`src/rtl/spi_ram_pkg.sv`:
```
// Shared definitions for the SPI RAM master and its slave: frame geometry,
// command encodings and the frame-sequencer state encoding.
package spi_ram_pkg;

  localparam int FRAME_W = 10;
  localparam int DATA_W  = 8;

  localparam logic [1:0] CMD_WR_ADDR = 2'b00;
  localparam logic [1:0] CMD_WR_DATA = 2'b01;
  localparam logic [1:0] CMD_RD_ADDR = 2'b10;
  localparam logic [1:0] CMD_RD_DATA = 2'b11;

  typedef enum logic [2:0] {
    ST_IDLE  = 3'd0,
    ST_CMD   = 3'd1,
    ST_SHIFT = 3'd2,
    ST_TURN  = 3'd3,
    ST_RECV  = 3'd4,
    ST_DONE  = 3'd5
  } state_e;

  // Only read-data frames have a turnaround and a receive phase.
  function automatic logic is_read_data(input logic [1:0] cmd);
    return cmd == CMD_RD_DATA;
  endfunction

endpackage

```
`src/rtl/spi_ram_master_if.sv`:
```
// Host request/response and SPI pin bundle for spi_ram_master; the master
// modport is the controller's view, the slave modport the opposite side.
interface spi_ram_master_if;

  logic                              start;
  logic [1:0]                        cmd;
  logic [spi_ram_pkg::DATA_W-1:0]    wdata;
  logic                              busy;
  logic                              done;
  logic [spi_ram_pkg::DATA_W-1:0]    rdata;
  logic                              rdata_valid;
  logic                              ss_n;
  logic                              mosi;
  logic                              miso;

  modport master (
    input  start, cmd, wdata, miso,
    output busy, done, rdata, rdata_valid, ss_n, mosi
  );

  modport slave (
    output start, cmd, wdata, miso,
    input  busy, done, rdata, rdata_valid, ss_n, mosi
  );

endinterface

```
`src/rtl/spi_shift_reg.sv`:
```
// Parallel-load shift register, MSB first: ser_out is the current MSB and
// ser_in enters at the LSB on every enabled shift. Load wins over shift.
module spi_shift_reg #(
  parameter int W = 8
) (
  input  logic         clk,
  input  logic         rst,
  input  logic         load,
  input  logic [W-1:0] load_val,
  input  logic         shift_en,
  input  logic         ser_in,
  output logic         ser_out,
  output logic [W-1:0] par_out
);

  logic [W-1:0] sr_q, sr_d;

  // NOTE: next-state logic assigns a default first so no path leaves sr_d
  // unassigned, which would otherwise infer a latch.
  always_comb begin
    sr_d = sr_q;
    if (load) begin
      sr_d = load_val;
    end else if (shift_en) begin
      sr_d = {sr_q[W-2:0], ser_in};
    end
  end

  // NOTE: state registers use non-blocking assignments so every flop samples
  // the pre-edge values regardless of block ordering.
  always_ff @(posedge clk) begin
    if (rst) begin
      sr_q <= '0;
    end else begin
      sr_q <= sr_d;
    end
  end

  assign ser_out = sr_q[W-1];
  assign par_out = sr_q;

endmodule

```
`src/rtl/spi_ram_master.sv`:
```
// SPI master for a serial RAM: sends one {cmd, wdata} frame per request and,
// for read-data frames, waits RD_WAIT cycles and then captures one byte.
module spi_ram_master
  import spi_ram_pkg::*;
#(
  parameter int unsigned RD_WAIT = 2
) (
  input logic              clk,
  input logic              rst,
  spi_ram_master_if.master bus
);

  localparam logic [3:0] SHIFT_LAST = 4'(FRAME_W - 1);
  localparam logic [3:0] RECV_LAST  = 4'(DATA_W - 1);
  localparam logic [3:0] TURN_LAST  = 4'((RD_WAIT == 0) ? 0 : RD_WAIT - 1);

  state_e            state_q, state_d;
  logic [3:0]        cnt_q, cnt_d;
  logic              rd_q, rd_d;
  logic [DATA_W-1:0] rdata_q, rdata_d;

  logic               tx_load, tx_shift, tx_ser;
  logic [FRAME_W-1:0] tx_par;
  logic               rx_load, rx_shift, rx_ser;
  logic [DATA_W-1:0]  rx_par;

  spi_shift_reg #(.W(FRAME_W)) u_tx (
    .clk      (clk),
    .rst      (rst),
    .load     (tx_load),
    .load_val ({bus.cmd, bus.wdata}),
    .shift_en (tx_shift),
    .ser_in   (1'b0),
    .ser_out  (tx_ser),
    .par_out  (tx_par)
  );

  spi_shift_reg #(.W(DATA_W)) u_rx (
    .clk      (clk),
    .rst      (rst),
    .load     (rx_load),
    .load_val ('0),
    .shift_en (rx_shift),
    .ser_in   (bus.miso),
    .ser_out  (rx_ser),
    .par_out  (rx_par)
  );

  // The TX parallel view and RX serial output have no consumer here.
  logic unused_bits;
  assign unused_bits = ^{tx_par, rx_ser, rx_par[DATA_W-1]};

  always_comb begin
    state_d  = state_q;
    cnt_d    = cnt_q;
    rd_d     = rd_q;
    rdata_d  = rdata_q;
    tx_load  = 1'b0;
    tx_shift = 1'b0;
    rx_load  = 1'b0;
    rx_shift = 1'b0;

    case (state_q)
      ST_IDLE: begin
        if (bus.start) begin
          tx_load = 1'b1;
          rx_load = 1'b1;
          rd_d    = is_read_data(bus.cmd);
          cnt_d   = '0;
          state_d = ST_CMD;
        end
      end
      ST_CMD: begin
        cnt_d   = '0;
        state_d = ST_SHIFT;
      end
      ST_SHIFT: begin
        tx_shift = 1'b1;
        if (cnt_q == SHIFT_LAST) begin
          cnt_d = '0;
          if (!rd_q)             state_d = ST_DONE;
          else if (RD_WAIT == 0) state_d = ST_RECV;
          else                   state_d = ST_TURN;
        end else begin
          cnt_d = cnt_q + 4'd1;
        end
      end
      ST_TURN: begin
        if (cnt_q == TURN_LAST) begin
          cnt_d   = '0;
          state_d = ST_RECV;
        end else begin
          cnt_d = cnt_q + 4'd1;
        end
      end
      ST_RECV: begin
        rx_shift = 1'b1;
        if (cnt_q == RECV_LAST) begin
          // The last bit lands in the shifter on this same edge, so take it
          // straight from the pin to publish the whole byte at once.
          rdata_d = {rx_par[DATA_W-2:0], bus.miso};
          cnt_d   = '0;
          state_d = ST_DONE;
        end else begin
          cnt_d = cnt_q + 4'd1;
        end
      end
      ST_DONE: begin
        cnt_d   = '0;
        state_d = ST_IDLE;
      end
      default: begin
        cnt_d   = '0;
        state_d = ST_IDLE;
      end
    endcase
  end

  // NOTE: every register here, including the rdata holding register, is
  // reset because its value is visible at the ports right after reset.
  always_ff @(posedge clk) begin
    if (rst) begin
      state_q <= ST_IDLE;
      cnt_q   <= '0;
      rd_q    <= 1'b0;
      rdata_q <= '0;
    end else begin
      state_q <= state_d;
      cnt_q   <= cnt_d;
      rd_q    <= rd_d;
      rdata_q <= rdata_d;
    end
  end

  always_comb begin
    bus.ss_n        = 1'b1;
    bus.mosi        = 1'b0;
    bus.busy        = (state_q != ST_IDLE);
    bus.done        = 1'b0;
    bus.rdata_valid = 1'b0;
    case (state_q)
      ST_CMD, ST_SHIFT: begin
        bus.ss_n = 1'b0;
        bus.mosi = tx_ser;
      end
      ST_TURN, ST_RECV: begin
        bus.ss_n = 1'b0;
      end
      ST_DONE: begin
        bus.done        = 1'b1;
        bus.rdata_valid = rd_q;
      end
      default: ;
    endcase
  end

  assign bus.rdata = rdata_q;

endmodule

```
`src/flat_wrapper.sv`:
```
// flat-port wrapper written by rule: the top's interface ports become plain ports
module spi_ram_master_flat import spi_ram_pkg::*;
#(
  parameter int unsigned RD_WAIT = 2
)
  (clk, rst, bus_start, bus_cmd, bus_wdata, bus_miso, bus_busy, bus_done, bus_rdata, bus_rdata_valid, bus_ss_n, bus_mosi);
  spi_ram_master_if bus_i ();
  input logic clk;
  input logic rst;
  input wire logic [$bits(bus_i.start)-1:0] bus_start;
  input wire logic [$bits(bus_i.cmd)-1:0] bus_cmd;
  input wire logic [$bits(bus_i.wdata)-1:0] bus_wdata;
  input wire logic [$bits(bus_i.miso)-1:0] bus_miso;
  output wire logic [$bits(bus_i.busy)-1:0] bus_busy;
  output wire logic [$bits(bus_i.done)-1:0] bus_done;
  output wire logic [$bits(bus_i.rdata)-1:0] bus_rdata;
  output wire logic [$bits(bus_i.rdata_valid)-1:0] bus_rdata_valid;
  output wire logic [$bits(bus_i.ss_n)-1:0] bus_ss_n;
  output wire logic [$bits(bus_i.mosi)-1:0] bus_mosi;
  assign bus_i.start = bus_start;
  assign bus_i.cmd = bus_cmd;
  assign bus_i.wdata = bus_wdata;
  assign bus_i.miso = bus_miso;
  assign bus_busy = bus_i.busy;
  assign bus_done = bus_i.done;
  assign bus_rdata = bus_i.rdata;
  assign bus_rdata_valid = bus_i.rdata_valid;
  assign bus_ss_n = bus_i.ss_n;
  assign bus_mosi = bus_i.mosi;
  spi_ram_master #(.RD_WAIT(RD_WAIT)) u_core (.clk(clk), .rst(rst), .bus(bus_i));
endmodule
```
`config.mk`:
```
export PLATFORM = sky130hd
export DESIGN_NAME = spi_ram_master_flat
export DESIGN_NICKNAME = d
export VERILOG_FILES = /design/src/rtl/spi_ram_pkg.sv /design/src/rtl/spi_ram_master_if.sv /design/src/rtl/spi_shift_reg.sv /design/src/rtl/spi_ram_master.sv /design/src/flat_wrapper.sv
export SDC_FILE = /design/constraint.sdc
export NUM_CORES = 1
export LEC_CHECK = 0
export CAP_MARGIN = 20
export CORE_ASPECT_RATIO = 1.1
export CORE_MARGIN = 4
export CORE_UTILIZATION = 45
export DETAILED_ROUTE_END_ITERATION = 12
export PLACE_DENSITY = 0.76
export SYNTH_ARGS = -nofsm -noshare
export SYNTH_HDL_FRONTEND = slang
export SYNTH_SLANG_ARGS = --single-unit
```
`constraint.sdc`:
```
create_clock -name clk -period 1.7 [get_ports clk]
set_input_delay 0.34 -clock clk [delete_from_list [all_inputs] [get_ports clk]]
set_output_delay 0.34 -clock clk [all_outputs]
set_load 0.02 [all_outputs]
```
==> impl_metrics.ini, run 1 <==
[run_status]
outcome = finished clean

[critical_path]
r2r-start = u_core.cnt_q[1]
cp_max_fo = 5
critPathLaunch = u_core.state_q[1]
arrival_ns = 1.30
cp.required_ns = 1.36
endpoint_kind = output port
critPathLaunchType = flip-flop
critPathKind = reg2out

[synthesis]
synth_flop_cell = dfxtp_1
async_flop_share_pct = 0
synth-seq-area-share_pct = 43.7
synth.distinct_cells = 38
avgSynthCellArea_um2 = 9.00
synthCells = 168
yosysWarnings = 0
synth_edf_count = 0
synthXorXnorAreaFrac_pct = 1.74
synth_top_family_by_area = simple AND/OR/NAND/NOR gates
synthesis.nets = 184
synth-adder-area-share_pct = 1.66
synth_seq_cells = 33
synth_compound_area_share_pct = 16.6
synth_area_um2 = 1510
synth-simple-area-share_pct = 25.2
synth.area.mux_share_pct = 5.30

[clock_network]
cts.htree.levels = 2
numCtsBuffers = 5
clk_pin_slew_ns = 0.10
cts_tree = yes
post_cts_buffers = 0
clock_latency_ns = 0.34
root_buffer = clkbuf_4
cts_buffer_depth = 2
cts_hold_buf = 0
cts_sinks = 33

[routing]
ant_nets = 0
wl_met1_um = 1310
route.met3.wl_um = 158
routedWlPerCell_um = 13.0
dr.pass1.iters = 4
first_iter_violations = 41
topRoutingLayerUsed = met4
routed_wl_um = 3080
vias_per_cell = 5.51
drc = 0
route.met2.wl_um = 1550
vias = 1301

[timing]
drv_slew = 0
finClkSkew_ns = 0.0160
hold_viol = 0
maxSlewHeadroom_pct = 75.6
finalSetupViolCount = 0
timing.hold.ws_ns = 0.464
min_period_ns = 1.64
fin_crit_sh_pct = 96.3
setup_slack_ns = 0.0627
worst_pin_slew_ns = 0.366
fmax_ghz = 0.611

[layout]
final_area_um2 = 1920
drive_gt1_share_pct = 17.8
nets = 217
antennaDiodeCount = 0
syn2layout_area_growth_pct = 26.8
utilization_pct = 61.3

[die]
dieHeight_um = 68.8
ios = 27
die_w_um = 63.3
initial_utilization_pct = 48.3
std_cell_rows = 21
core_um2 = 3130
die_area_um2 = 4350

[global_routing]
grt_antenna_before_repair = 0
overflow = 0
grt_start_max_net_pins = 15
grt_pass1_vias = 1281
grt_pass1_wl_um = 5420
grtUsageTotal_pct = 16.1

[placed_design]
pre_cts_slack_ns = -0.0708
gp_congestion = 0.756
io_buffer_count = 26
dp_hpwl_um = 2320
dpl-instance-area_um2 = 1820

[min_path]
min_from = u_core.u_tx.par_out[1]
worstHoldPathType = reg2reg

[flow_run]
drv_cap = 0

[power_and_ir_drop]
leakage_nw = 0.768
vdd_drop_max_uv = 816
power.density_nw_per_um2 = 952
==> final timing paths <==
check | end | slack, ns | depth (start not counted)
setup / recovery | bus_rdata_valid | 0.06 | 3
hold / removal | u_core.u_tx.par_out[1] | 0.46 | 2
setup reg to reg | u_core.state_q[0] | 0.12 | 6
hold reg to reg | u_core.u_tx.par_out[1] | 0.46 | 2
==> synthesized netlist by cell type, types with 2 or more instances <==
cell	count	area, µm²
o21ai_0	2	10.0
nor2b_1	3	18.8
nand2b_1	3	18.8
nand2_1	28	105
xor2_1	2	17.5
buf_4	2	15.0
ha_1	2	25.0
o31ai_1	3	22.5
a22oi_1	9	67.6
nand3_1	2	10.0
clkbuf_1	4	15.0
mux2i_1	8	80.1
inv_1	2	7.51
dfxtp_1	33	661
buf_6	2	22.5
a21oi_1	24	120
buf_2	3	15.0
nor2_1	12	45.0
nor3b_1	5	37.5
==> report_power, final <==
group	internal, mW	total (mW)	switching [mW]
combinational	0.164	0.365	0.201
sequential	0.820	0.850	0.0300
clock	0.351	0.609	0.258
==> cells in the final DEF (no fill, tap or decap), types with 2 or more instances in the layout <==
| cell | instances |
|---|---|
| dfxtp_1 | 29 |
| nand2_1 | 28 |
| a21oi_1 | 24 |
| clkdlybuf4s50_1 | 20 |
| nor2_1 | 11 |
| buf_4 | 11 |
| a22oi_1 | 9 |
| mux2i_1 | 8 |
| nor3b_1 | 5 |
| clkbuf_4 | 5 |
| nand2b_1 | 3 |
| o31ai_1 | 3 |
| dfxtp_2 | 3 |
| inv_1 | 2 |
| o21ai_0 | 2 |
| xor2_1 | 2 |
| nor2b_1 | 2 |
| nand3_1 | 2 |
| buf_2 | 2 |
==> routing by layer <==
layer | vias up | global-route usage [%]
li1 | 649 | -
met1 | 618 | 17.1
met2 | 27 | 29.4
met3 | 7 | 5.35
met4 | 0 | 7.28
met5 | - | 0
==> logic make-up (layout without fill, tap and decap cells) <==
family / Yosys count / in the layout
xor+xnor: 3 / 3
fa+ha+maj: 2 / 2
flops: 33 / 33
compound gates: 42 / 42
simple gates: 66 / 66
buf+inv: 14 / 48
mux: 8 / 8
==> through the flow <==
stage	TNS [ns]	power, mW	std cells
finish	0	1.82	236
global route	-0.0400	1.94	236
CTS	-0.0725	1.84	236
detailed placement	-0.502	1.24	228
global placement	-0.0125	1.22	228
floorplan	0	1.11	168
==> critical path, cell delays in order (launching register included) <==
cell,delay (ns)
dfxtp_4,0.37
and3b_1,0.21
and2_1,0.12
clkdlybuf4s15_2,0.25
==> registers in the layout, summed over array words and instances, names as in the netlist <==
| register | flops |
|---|---|
| u_core.bus.rdata | 8 |
| u_core.cnt_q | 4 |
| u_core.rd_q | 1 |
| u_core.state_q | 3 |
| u_core.u_rx.par_out | 7 |
| u_core.u_tx.par_out | 10 |
==> area by class of cell <==
cell class / count / area, µm²
clock inverter: 1 / 30.0
inverter: 2 / 7.51
multi-input combinational: 121 / 772
tap: 34 / 42.5
timing repair buffer: 38 / 342
sequential: 33 / 668
clock buffer: 7 / 55.1
fill: 269 / 1210
==> repair_timing <==
item | 4_1_cts | 5_1_grt
endpoints found under the hold margin | 0 | 0
endpoints found under the setup margin | 5 | 23
gates cloned | 0 | 0
resized for setup | 13 | 14
pin swaps | 0 | 1
Note: power is estimated with default switching activity, not from simulation.
==> run 2, diff against run 1 <==
--- a/config.mk
+++ b/config.mk
@@ -11,6 +11,7 @@
 export CORE_UTILIZATION = 45
 export DETAILED_ROUTE_END_ITERATION = 12
 export PLACE_DENSITY = 0.76
+export SETUP_SLACK_MARGIN = 0.3
 export SYNTH_ARGS = -nofsm -noshare
 export SYNTH_HDL_FRONTEND = slang
 export SYNTH_SLANG_ARGS = --single-unit
==> run 2 against run 1 <==
Count of clock-buffer cells in the layout is the same; die area stayed put; global-route usage up 4.3 points; critical path depth did not move; non-clock buffer count grew 16; flip-flop and latch count is the same.
==> impl_metrics.ini, run 2 (same netlist as run 1, synthesis figures left out) <==
[run_status]
outcome = finished clean

[die]
ios = 27
die_w_um = 63.3
std_cell_rows = 21
core_um2 = 3130
dieHeight_um = 68.8
die_area_um2 = 4350
initial_utilization_pct = 48.3

[timing]
finClkSkew_ns = 0.00440
maxSlewHeadroom_pct = 75.5
timing.hold.ws_ns = 0.466
worst_pin_slew_ns = 0.366
fmax_ghz = 0.623
min_period_ns = 1.61
fin_crit_sh_pct = 94.5
hold_viol = 0
finalSetupViolCount = 0
grt_setup_unrepaired = yes
drv_slew = 0

[global_routing]
grt_start_max_net_pins = 11
overflow = 0
grt_antenna_before_repair = 0
grt_pass1_vias = 1453
grtUsageTotal_pct = 20.3
grt_pass1_wl_um = 6750

[clock_network]
numCtsBuffers = 5
cts_hold_buf = 0
clk_pin_slew_ns = 0.10
cts.htree.levels = 2
clock_latency_ns = 0.34
cts_buffer_depth = 2
cts_sinks = 33
cts_tree = yes
root_buffer = clkbuf_4

[layout]
syn2layout_area_growth_pct = 48.0
nFillCells = 223
utilization_pct = 71.5
drive_gt1_share_pct = 37.9
mostFrequentLayoutCells = nand2_1, dfxtp_1, buf_4
largest_register_ffs = 10
nets = 234
antennaDiodeCount = 0

[routing]
drc = 0
routedWlPerCell_um = 16.8
vias_per_cell = 5.68
routed_wl_um = 4240
wl_met1_um = 1690
route.met2.wl_um = 2240
route.met3.wl_um = 207
dr.pass1.iters = 4
first_iter_violations = 88
vias = 1436
topRoutingLayerUsed = met4
ant_nets = 0

[critical_path]
arrival_ns = 1.27
critPathLaunchType = flip-flop
critPathKind = reg2out
endpoint_kind = output port
cp.required_ns = 1.36
cp_max_fo = 4

[power_and_ir_drop]
vdd_drop_max_uv = 686
leakage_nw = 0.879
power.density_nw_per_um2 = 873
p_total_mw = 1.95

[min_path]
worstHoldPathType = reg2reg

[placed_design]
gp_congestion = 0.743
io_buffer_count = 26
dp_hpwl_um = 2400

[flow_run]
drv_cap = 0
[run 2: cell types whose count changed in the layout (fill, tap and decap cells not counted), moves of 4 or more]
cell | previous run | this run
buf_6 | 1 | 11
buf_4 | 11 | 21
clkdlybuf4s50_1 | 20 | 13
a21oi_2 | 0 | 11
nor3b_1 | 5 | 1
clkdlybuf4s15_1 | 0 | 8
a21oi_1 | 24 | 12
[run 2: final timing paths]
check / to / depth (start not counted) / startpoint / slack (ns)
max: bus_ss_n / 3 / u_core.state_q[2] / 0.09
max reg2reg: u_core.state_q[0] / 6 / u_core.cnt_q[1] / 0.11
min: u_core.u_tx.par_out[2] / 2 / u_core.u_tx.par_out[2] / 0.47
min reg2reg: u_core.u_tx.par_out[2] / 2 / u_core.u_tx.par_out[2] / 0.47
[run 2: final cells by class]
class	count	area (µm²)	area share, %
well taps	34	42.5	1.90
clock inverters	1	5.00	0.224
flip-flops and latches	33	676	30.2
clock buffers	7	65.1	2.91
multi-input cells	122	945	42.2
repair buffers	54	497	22.2
inverters	2	7.51	0.336
[run 2: metal layers]
metal,track usage [%],up-vias
met1,20.7,696
met5,0,-
met2,40.1,41
met3,5.51,11
li1,-,688
met4,8.09,0
[run 2: what timing repair did]
item,in CTS,in global routing
cloned,1,0
buffers inserted,13,1
pin swaps,20,6
endpoints found under the setup margin,44,45
gates resized for setup,70,23
[run 2: worst max-delay path: stages (launching register included)]
cell	delay [ns]
dfxtp_2	0.36
or3_4	0.39
nand2_2	0.07
buf_6	0.11
[run 2: power breakdown]
| part | total (mW) | leakage [nW] | switching (mW) | internal, mW |
|---|---|---|---|---|
| Sequential | 0.860 | 0.271 | 0.0400 | 0.820 |
| Clock | 0.502 | 0.0413 | 0.263 | 0.239 |
| Combinational | 0.591 | 0.566 | 0.304 | 0.287 |
[run 2: metrics by stage]
step                std cells  TNS (ns)  cell area, µm²  worst slack (ns)
floorplan                 168         0            1530             0.174
finish                    253         0            2240            0.0936
CTS                       252         0            2140            0.0541
global route              253         0            2240            0.0481
detailed placement        230    -0.391            1860           -0.0508
global placement          230   -0.0405            1860          -0.00799
==> run 3, diff against run 2 <==
--- a/config.mk
+++ b/config.mk
@@ -6,7 +6,6 @@
 export NUM_CORES = 1
 export LEC_CHECK = 0
 export CAP_MARGIN = 20
-export CORE_ASPECT_RATIO = 1.1
 export CORE_MARGIN = 4
 export CORE_UTILIZATION = 45
 export DETAILED_ROUTE_END_ITERATION = 12
==> run 3 against run 2 <==
Critical endpoint is now u_core.cnt_q[2]; via count decreased by 3.6%; hold slack improved by 0.0076 ns; wire length decreased by 11%; core utilization decreased by 0.95 points; global-route usage decreased by 3.2 points; final cell count increased by 2.0%; highest routed layer unchanged; flip-flop and latch count unchanged; die area about the same; count of clock-buffer cells in the layout decreased by 2.
==> impl_metrics.ini, run 3 (same netlist as run 1, synthesis figures left out) <==
[clock_network]
root_buffer = clkbuf_4
cts_buffer_depth = 2
cts_sinks = 33
clk_pin_slew_ns = 0.11
numCtsBuffers = 5
clock_latency_ns = 0.34
cts_tree = yes
cts.htree.levels = 2

[timing]
maxSlewHeadroom_pct = 74.5
grt_setup_unrepaired = yes
setup_slack_ns = 0.0742
fin_setup_tns_ns = 0
hold_viol = 0
fin_crit_sh_pct = 95.6
worst_pin_slew_ns = 0.381
min_period_ns = 1.63
finalSetupViolCount = 0
drv_slew = 0
finClkSkew_ns = 0.0102
fmax_ghz = 0.615

[critical_path]
endpoint_kind = flip-flop
cpPeakStageDelay_ns = 0.35
r2r-start = u_core.state_q[2]
regToRegSetupSlack_ns = 0.07
reg2reg_depth = 9
worst_r2r_endpoint = u_core.cnt_q[2]
cp_common_cell = buf_6
crit_chain = buf_6 -> buf_6 -> buf_4 -> buf_6 -> nor4_4 -> buf_4 -> nor3b_1 -> o22ai_1 -> a21oi_1
arrival_ns = 1.86
critPathKind = reg2reg
cp.required_ns = 1.94
slowest_stage = dfxtp_2
critPathLaunchType = flip-flop
cp_max_fo = 7

[global_routing]
overflow = 0
grtUsageTotal_pct = 17.1
grt_start_max_net_pins = 20
grt_pass1_wl_um = 5660
grt_antenna_before_repair = 0
grt_pass1_vias = 1289

[min_path]
min_from = u_core.u_tx.par_out[9]
whs_path_depth = 2
hold_path_end = u_core.u_tx.par_out[9]
worstHoldPathType = reg2reg

[routing]
route.met3.wl_um = 139
first_iter_violations = 45
vias = 1384
vias_per_cell = 5.36
routed_wl_um = 3790
drc = 0
ant_nets = 0
routedWlPerCell_um = 14.7
wl_met1_um = 1660
topRoutingLayerUsed = met4
dr.pass1.iters = 4
route.met2.wl_um = 1930

[die]
die_w_um = 66.0
core_um2 = 3130
dieHeight_um = 66.0
std_cell_rows = 20
ios = 27
initial_utilization_pct = 48.3
die_area_um2 = 4350

[power_and_ir_drop]
p_total_mw = 1.84
vdd_drop_max_uv = 568
power.density_nw_per_um2 = 833
leakage_nw = 0.845

[layout]
nets = 229
nFillCells = 227
largest_register_ffs = 10
drive_gt1_share_pct = 37.9
antennaDiodeCount = 0
utilization_pct = 70.6
syn2layout_area_growth_pct = 46.1
mostFrequentLayoutCells = dfxtp_1, nand2_1, buf_6
layout_commonest_cell = dfxtp_1

[run_status]
outcome = finished clean

[placed_design]
pre_cts_slack_ns = -0.0714
gp_congestion = 0.797
dp_hpwl_um = 2310
io_buffer_count = 26

[flow_run]
drv_cap = 0
==> run 3: changes by cell type in the layout (fill, tap and decap cells not counted), moves of 3 or more <==
cell / previous run / this run
buf_6: 11 / 16
buf_4: 21 / 12
a22oi_1: 9 / 1
a21oi_1: 12 / 15
a22oi_2: 0 / 8
==> run 3: worst max path at each step <==
stage | from | slack, ns | to | cells after the start
after floorplan | u_core.state_q[0] | 0.17 | bus_ss_n | 4
after global placement | u_core.state_q[0] | 0.008 | bus_ss_n | 3
after detailed placement | bus_start | -0.07 | u_core.u_tx.par_out[6] | 5
after CTS | u_core.state_q[0] | 0.05 | bus_ss_n | 3
after global routing | u_core.state_q[2] | 0.02 | u_core.bus.rdata[0] | 6
final | u_core.state_q[2] | 0.07 | u_core.cnt_q[2] | 9
==> run 3: layer usage <==
layer | global-route usage (%) | vias to the layer above
met5 | 0 | -
met4 | 9.14 | 0
met3 | 4.59 | 9
met2 | 29.3 | 33
met1 | 19.2 | 670
li1 | - | 672
==> run 3: area by class of cell <==
cell class / instances / area [µm²] / area share, %
clock buffer: 5 / 37.5 / 1.70
inverter: 2 / 7.51 / 0.340
timing repair buffer: 50 / 489 / 22.2
sequential: 33 / 674 / 30.5
tap: 44 / 55.1 / 2.49
multi-input combinational: 121 / 927 / 42.0
clock inverter: 3 / 17.5 / 0.793
==> run 3: power by group <==
part	total (mW)	leakage [nW]	internal [mW]	switching (mW)
Clock	0.437	0.0310	0.156	0.281
Combinational	0.540	0.543	0.270	0.270
Sequential	0.863	0.271	0.821	0.0427
==> run 3: through the flow <==
step | hold WS, ns | instances | cell area (µm²)
finish | 0.473 | 258 | 2210
global placement | 0.444 | 236 | 1840
detailed placement | 0.451 | 236 | 1840
floorplan | 0.431 | 168 | 1530
global route | 0.493 | 258 | 2210
CTS | 0.462 | 256 | 2100
==> run 3: timing repair <==
item	CTS	global route
endpoints found under the setup margin	44	45
gates resized for setup	72	27
gates cloned	1	0
buffers inserted	11	2
pin swaps	9	17
hold buffers	0	0
==> run 3: worst max-delay path: cells and delay by family, from the launching register on <==
| kind | cells | cell delay, ns |
|---|---|---|
| and+or+nand+nor | 2 | 0.29 |
| AOI/OAI and AO/OA | 2 | 0.22 |
| buffers and inverters | 5 | 0.66 |
| DFF | 1 | 0.35 |
